==> src/rtl/game_sequencer.sv <==
`timescale 1ns/1ps
// -----------------------------------------------------------------------------
// game_sequencer
//
// Top-level game flow controller for a lane-runner style video game.  It walks
// through a start-up countdown, scrolls a logo layer in, slides the player
// sprite down into view, then runs the game loop (lane changes, coin score,
// frame counter) until a collision ends the game.  All animation advances only
// on the once-per-frame tick; coins and collisions act on the next clock.
//
// Ports
//   i_clk           system clock
//   i_rst           asynchronous active-high reset
//   i_frame_tick    single-cycle pulse, one per video frame
//   i_btn_left      synchronised left button level
//   i_btn_right     synchronised right button level
//   i_coin_hit      single-cycle pulse, coin collected
//   i_collide       single-cycle pulse, obstacle collision
//   i_restart       single-cycle pulse, synchronous restart to reset values
//   o_state         0=COUNT 1=LOGO 2=INTRO 3=PLAY 4=OVER
//   o_logo_voffset  logo layer vertical offset
//   o_head_voffset  player vertical offset
//   o_head_hoffset  player horizontal offset (two's complement)
//   o_lane          current lane index
//   o_score         collected-coin count (saturating)
//   o_frame_count   frames elapsed in PLAY (wrapping)
//   o_play_active   high while in PLAY
//   o_game_over     high while in OVER
//
// LANES must lie in 2..8 so that the lane index fits the 3-bit o_lane port.
// -----------------------------------------------------------------------------
module game_sequencer #(
    parameter int WIDTH      = 12,
    parameter int LANES      = 3,
    parameter int LANE_STEP  = 100,
    parameter int COUNTDOWN  = 5,
    parameter int LOGO_STEP  = 30,
    parameter int LOGO_END   = 640,
    parameter int HEAD_START = 180,
    parameter int HEAD_END   = 50,
    parameter int HEAD_STEP  = 20,
    parameter int SCORE_W    = 16
) (
    input  logic               i_clk,
    input  logic               i_rst,
    input  logic               i_frame_tick,
    input  logic               i_btn_left,
    input  logic               i_btn_right,
    input  logic               i_coin_hit,
    input  logic               i_collide,
    input  logic               i_restart,
    output logic [2:0]         o_state,
    output logic [WIDTH-1:0]   o_logo_voffset,
    output logic [WIDTH-1:0]   o_head_voffset,
    output logic [WIDTH-1:0]   o_head_hoffset,
    output logic [2:0]         o_lane,
    output logic [SCORE_W-1:0] o_score,
    output logic [WIDTH-1:0]   o_frame_count,
    output logic               o_play_active,
    output logic               o_game_over
);

    typedef enum logic [2:0] {
        S_COUNT = 3'd0,
        S_LOGO  = 3'd1,
        S_INTRO = 3'd2,
        S_PLAY  = 3'd3,
        S_OVER  = 3'd4
    } state_t;

    // Countdown register is sized to hold COUNTDOWN itself.
    localparam int          CW          = $clog2(COUNTDOWN + 2);
    localparam int          LANE_CENTER = (LANES - 1) / 2;
    localparam logic [2:0]  LANE_RESET  = 3'(LANE_CENTER);
    localparam logic [2:0]  LANE_MAX    = 3'(LANES - 1);

    state_t               r_state;
    logic [CW-1:0]        r_counter;
    logic [WIDTH-1:0]     r_logo_voffset;
    logic [WIDTH-1:0]     r_head_voffset;
    logic [WIDTH-1:0]     r_head_hoffset;
    logic [2:0]           r_lane;
    logic [SCORE_W-1:0]   r_score;
    logic [WIDTH-1:0]     r_frame_count;
    logic                 r_play_active;
    logic                 r_game_over;
    logic                 r_pend_left;
    logic                 r_pend_right;
    logic                 r_btn_left_q;
    logic                 r_btn_right_q;

    logic                 w_edge_left;
    logic                 w_edge_right;
    logic                 w_req_left;
    logic                 w_req_right;
    logic                 w_soft_reset;
    logic signed [31:0]   w_lane_signed;
    logic [WIDTH-1:0]     w_head_hoffset;

    // A press counts once: only the low-to-high transition of the level.
    assign w_edge_left  = i_btn_left  & ~r_btn_left_q;
    assign w_edge_right = i_btn_right & ~r_btn_right_q;

    // A press arriving in the same cycle as the tick is still honoured.
    assign w_req_left   = r_pend_left  | w_edge_left;
    assign w_req_right  = r_pend_right | w_edge_right;

    // Restart and any corrupted state encoding both fall back to reset values.
    assign w_soft_reset = i_restart | (r_state > S_OVER);

    // Horizontal offset is the signed lane distance from the centre lane,
    // scaled by the lane pitch and wrapped to the output width.
    assign w_lane_signed  = signed'({29'd0, r_lane});
    assign w_head_hoffset = WIDTH'((w_lane_signed - LANE_CENTER) * LANE_STEP);

    // Button history keeps tracking the pad even across restarts so that a
    // button held through a restart does not fire a spurious request.
    always_ff @(posedge i_clk or posedge i_rst) begin
        if (i_rst) begin
            r_btn_left_q  <= 1'b0;
            r_btn_right_q <= 1'b0;
        end else begin
            r_btn_left_q  <= i_btn_left;
            r_btn_right_q <= i_btn_right;
        end
    end

    // Game flow state machine together with all animation and score state.
    always_ff @(posedge i_clk or posedge i_rst) begin
        if (i_rst) begin
            r_state        <= S_COUNT;
            r_counter      <= CW'(COUNTDOWN);
            r_logo_voffset <= '0;
            r_head_voffset <= WIDTH'(HEAD_START);
            r_head_hoffset <= '0;
            r_lane         <= LANE_RESET;
            r_score        <= '0;
            r_frame_count  <= '0;
            r_play_active  <= 1'b0;
            r_game_over    <= 1'b0;
            r_pend_left    <= 1'b0;
            r_pend_right   <= 1'b0;
        end else if (w_soft_reset) begin
            r_state        <= S_COUNT;
            r_counter      <= CW'(COUNTDOWN);
            r_logo_voffset <= '0;
            r_head_voffset <= WIDTH'(HEAD_START);
            r_head_hoffset <= '0;
            r_lane         <= LANE_RESET;
            r_score        <= '0;
            r_frame_count  <= '0;
            r_play_active  <= 1'b0;
            r_game_over    <= 1'b0;
            r_pend_left    <= 1'b0;
            r_pend_right   <= 1'b0;
        end else begin
            // Offset follows the lane one clock later.
            r_head_hoffset <= w_head_hoffset;

            // Pending requests live until the next frame tick; OVER drops them.
            if ((r_state == S_OVER) || i_frame_tick) begin
                r_pend_left  <= 1'b0;
                r_pend_right <= 1'b0;
            end else begin
                r_pend_left  <= w_req_left;
                r_pend_right <= w_req_right;
            end

            case (r_state)
                S_COUNT: begin
                    if (i_frame_tick) begin
                        if (r_counter != '0) begin
                            r_counter <= r_counter - CW'(1);
                        end else begin
                            r_state <= S_LOGO;
                        end
                    end
                end

                S_LOGO: begin
                    if (i_frame_tick) begin
                        if (r_logo_voffset < WIDTH'(LOGO_END)) begin
                            r_logo_voffset <= r_logo_voffset + WIDTH'(LOGO_STEP);
                        end else begin
                            r_state <= S_INTRO;
                        end
                    end
                end

                S_INTRO: begin
                    if (i_frame_tick) begin
                        if (r_head_voffset > WIDTH'(HEAD_END)) begin
                            r_head_voffset <= r_head_voffset - WIDTH'(HEAD_STEP);
                        end else begin
                            r_state       <= S_PLAY;
                            r_play_active <= 1'b1;
                        end
                    end
                end

                S_PLAY: begin
                    if (i_frame_tick) begin
                        r_frame_count <= r_frame_count + WIDTH'(1);
                        // Opposing requests in one frame cancel; edges clamp.
                        if (w_req_left && !w_req_right && (r_lane != 3'd0)) begin
                            r_lane <= r_lane - 3'd1;
                        end else if (w_req_right && !w_req_left && (r_lane < LANE_MAX)) begin
                            r_lane <= r_lane + 3'd1;
                        end
                    end
                    if (i_coin_hit && (r_score != {SCORE_W{1'b1}})) begin
                        r_score <= r_score + SCORE_W'(1);
                    end
                    if (i_collide) begin
                        r_state       <= S_OVER;
                        r_play_active <= 1'b0;
                        r_game_over   <= 1'b1;
                    end
                end

                S_OVER: begin
                    r_state <= S_OVER;
                end

                default: begin
                    r_state <= S_COUNT;
                end
            endcase
        end
    end

    assign o_state        = r_state;
    assign o_logo_voffset = r_logo_voffset;
    assign o_head_voffset = r_head_voffset;
    assign o_head_hoffset = r_head_hoffset;
    assign o_lane         = r_lane;
    assign o_score        = r_score;
    assign o_frame_count  = r_frame_count;
    assign o_play_active  = r_play_active;
    assign o_game_over    = r_game_over;

endmodule

==> config.mk <==
export PLATFORM = sky130hd
export DESIGN_NAME = game_sequencer
export DESIGN_NICKNAME = d
export VERILOG_FILES = /design/src/rtl/game_sequencer.sv
export SDC_FILE = /design/constraint.sdc
export NUM_CORES = 1
export LEC_CHECK = 0
export ABC_AREA = 1
export CORE_MARGIN = 8
export CORE_UTILIZATION = 29
export CTS_CLUSTER_DIAMETER = 150
export DETAILED_ROUTE_END_ITERATION = 10
export HOLD_SLACK_MARGIN = 0.12
export SETUP_SLACK_MARGIN = 0.15
export SYNTH_ARGS = -nofsm -noshare
export SYNTH_HDL_FRONTEND = slang
export SYNTH_SLANG_ARGS = --single-unit
export TNS_END_PERCENT = 10
==> constraint.sdc <==
create_clock -name i_clk -period 3.5 [get_ports i_clk]
set_clock_uncertainty 0.05 [all_clocks]
set_input_delay 0.35 -clock i_clk [delete_from_list [all_inputs] [get_ports i_clk]]
set_output_delay 0.35 -clock i_clk [all_outputs]
set_load 0.01 [all_outputs]
==> flow_summary.yaml <==
outcome:
  outcome: "finished, final reports clean"
logic_synthesis:
  ys_async_sr_fraction_pct: 100
  yosysMostFrequentCell: "nand2_1"
  synth-seq-cells: 74
  ys_top_cells_by_count: "166 x nand2_1, 73 x inv_1, 67 x dfrtp_1"
  synthCells: 591
  yosys.area.top_type: "dfrtp_1"
  ys_warn_count: 0
  ys_types: 37
  synth_area_per_cell_um2: 7.51
  synth_top_cell_area_share_pct: 37.8
  synth-edff-count: 0
  yosys-top-cells-area: "dfrtp_1 38%, nand2_1 14%, inv_1 6.2%, ha_1 5.6%, nand3_1 5.4%"
  seq_area_frac_synth_pct: 41.9
  synth_flop_cell: "dfrtp_1"
  netlist_area_mm2: 0.00444
clock_network:
  clk_latency_ns: 0.34
  cts.path.max_buffers: 2
  clock-sinks: 74
  cts.clk_slew.worst_paths_ns: 0.06
  cts_max_level: 3
  cts_tree: "built"
  cts_buffers: 9
  cts-root-buf: "clkbuf_16"
routing:
  wire_per_inst_um: 13.1
  viasPerCell: 4.55
  wl_mm: 11.3
  remaining_drc_errors: 0
  first_pass_iters: 4
  vias: 3934
  drt_iter0_drc: 186
  drtAntennaViolNets: 0
die:
  io_pins: 80
  start_util_pct: 29.4
  die_h_um: 140
  num_rows: 45
  dieArea_mm2: 0.0195
  dieWidth_um: 140
  core_mm2: 0.0151
grt:
  grt_pass1_vias: 3860
  grt_max_degree: 45
  antenna_found_initial: 0
  gr-total-overflow: 0
  grt_pass1_wl_mm: 19.5
  grt_use_total_pct: 12.3
power_and_ir_drop:
  clkPwrFrac_pct: 34.8
  internal_power_mw: 2.07
  switching_power_mw: 1.02
  power_leakage_nw: 2.75
  power_frac_seq_pct: 33.5
  power_mw: 3.09
  power.density_mw_per_mm2: 539
  switching_share_pct: 33.1
  power_frac_comb_pct: 31.6
  ir_drop_mv: 0.216
final_layout:
  multiInputGateArea_mm2: 0.00217
  regArea_mm2: 0.00186
  n_antenna_cell: 0
  post-route-util_pct: 38.0
  syn2layout_area_growth_pct: 29.2
  layout.cells.non_filler: 864
  fillers: 1560
  nNetsFinal: 701
  drive_above_1_share_pct: 9.02
place:
  gp_congestion: 0.807
  dpl.hpwl_mm: 8.17
  placed_cells_incl_taps: 846
  place.port_buffers: 74
  dpl_worst_slack_ns: 0.249
setup_path:
  startpoint_type: "register"
  crit_start: "o_lane[0]"
  cp_data_arrival_time_ns: 3.33
  crit_required_ns: 3.67
  path_delay_family: "adder cells"
  cpPeakStageDelay_ns: 0.53
  reg2regPathDepth: 16
  r2r-start: "o_lane[0]"
  path_class: "reg -> reg"
  slowest_stage: "dfstp_2"
  crit_path_cell_trace: "inv_1 -> ha_2 -> xnor2_2 -> nand2_1 -> nand2_1 -> inv_1 -> ha_1 -> ha_1 -> fa_1 -> ha_1 -> nand2_1 -> inv_1 -> o21ai_0 -> nand2_1 -> o21ai_0 -> a21oi_1"
  critPathBufInv: 3
  crit_path_max_fanout: 4
  cpMostUsedCell: "nand2_1"
  cp_num_cells: 16
  endpoint_kind: "register"
sta:
  final_hold_viol_count: 0
  tns_ns: 0
  setup_ws_ns: 0.348
  fin_crit_ns: 3.15
  rsz0062_at_grt: "no"
  setup_violations: 0
  finalMaxSlewViolations: 0
  worstMarginPinSlew_ns: 0.673
  timing.fmax_ghz: 0.317
  slew_headroom_pct: 55.1
  finalCritPeriodShare_pct: 90.1
flow_run:
  max_cap_viol_count: 0
min_path:
  hold_class: "in -> async"
placed cells by master (no fill, tap or decap), types with 2 or more instances in the layout:
| cell type | count |
|---|---|
| nor2_4 | 5 |
| nand3_1 | 48 |
| xnor2_1 | 3 |
| nand2_1 | 166 |
| o21bai_1 | 2 |
| clkbuf_16 | 9 |
| conb_1 | 5 |
| or2_2 | 2 |
| nand2_4 | 2 |
| nor2_1 | 61 |
| ha_1 | 19 |
| dfrtp_1 | 67 |
| nor3_1 | 15 |
| clkdlybuf4s50_1 | 74 |
| nand4_1 | 22 |
| nand2_2 | 4 |
| bufinv_16 | 3 |
| o21ai_0 | 16 |
| o21ai_1 | 18 |
| fa_1 | 2 |
| inv_1 | 72 |
| clkinv_2 | 2 |
| xor2_1 | 8 |
| nor2_2 | 2 |
| buf_4 | 6 |
| a31o_2 | 2 |
| dfstp_2 | 7 |
| a21oi_1 | 11 |
| inv_2 | 9 |
| clkinv_4 | 2 |
final timing paths:
check / end / slack [ns]
worst max-delay path: o_head_hoffset[10] / 0.35
worst min-delay path: o_head_hoffset[7] / 0.37
worst max register to register: o_head_hoffset[10] / 0.35
worst min register to register: o_head_voffset[2] / 0.43
max in group asynchronous: o_head_voffset[5] / 2.28
min in group i_clk: r_btn_left_q / 0.43
power by group through the flow:
stage	Combinational [mW]	Clock, mW	Sequential [mW]
after CTS	0.972	1.11	1.04
after global placement	0.955	0	1.05
final	0.978	1.08	1.04
after detailed placement	0.967	0	1.05
after global routing	1.13	1.14	1.05
after floorplan	0.592	0	1.09
logic make-up after synthesis:
group / share of synthesized area (%)
and+or+nand+nor: 32.9
DFF: 41.9
buffers and inverters: 9.64
other: 0.0845
xor gates and xnor gates: 2.37
adders and majority gates: 6.54
AOI/OAI and AO/OA: 6.57
per-stage QoR:
stage | instance area [µm²] | hold slack, ns
after detailed placement | 5370 | 0.426
after floorplan | 4450 | 0.331
after CTS | 5710 | 0.401
after global routing | 5730 | 0.432
after global placement | 5370 | 0.424
final | 5730 | 0.374
metal layers:
metal	track usage (%)	vias up	share of wire (%)	routed length, µm
met2	20.2	56	47	5260
met5	0	-	0	0
met4	4.29	0	1.4	159
met1	14.9	1825	48	5370
li1	-	2041	-	-
met3	3.59	12	4.5	507
state kept, by name, summed over array words and instances (netlist names), 3 cells and up:
name            count
o_frame_count      12
o_lane              3
o_head_hoffset     10
r_counter           3
o_logo_voffset     11
o_score            16
o_state             3
o_head_voffset     10
final cells by class:
type / count / share of cell area [%]
inverters: 83 / 5.52
well taps: 188 / 4.10
clock buffers: 9 / 3.93
repair buffers: 81 / 14.1
multi-input cells: 422 / 37.9
flip-flops and latches: 74 / 32.4
clock inverters: 7 / 2.05
repair_timing:
action | CTS | global route
hold buffers | 0 | 0
setup buffers | 0 | 2
gates resized for setup | 0 | 2
endpoints found under the setup margin | 0 | 1
No activity file was read; power rests on OpenSTA's default activity.
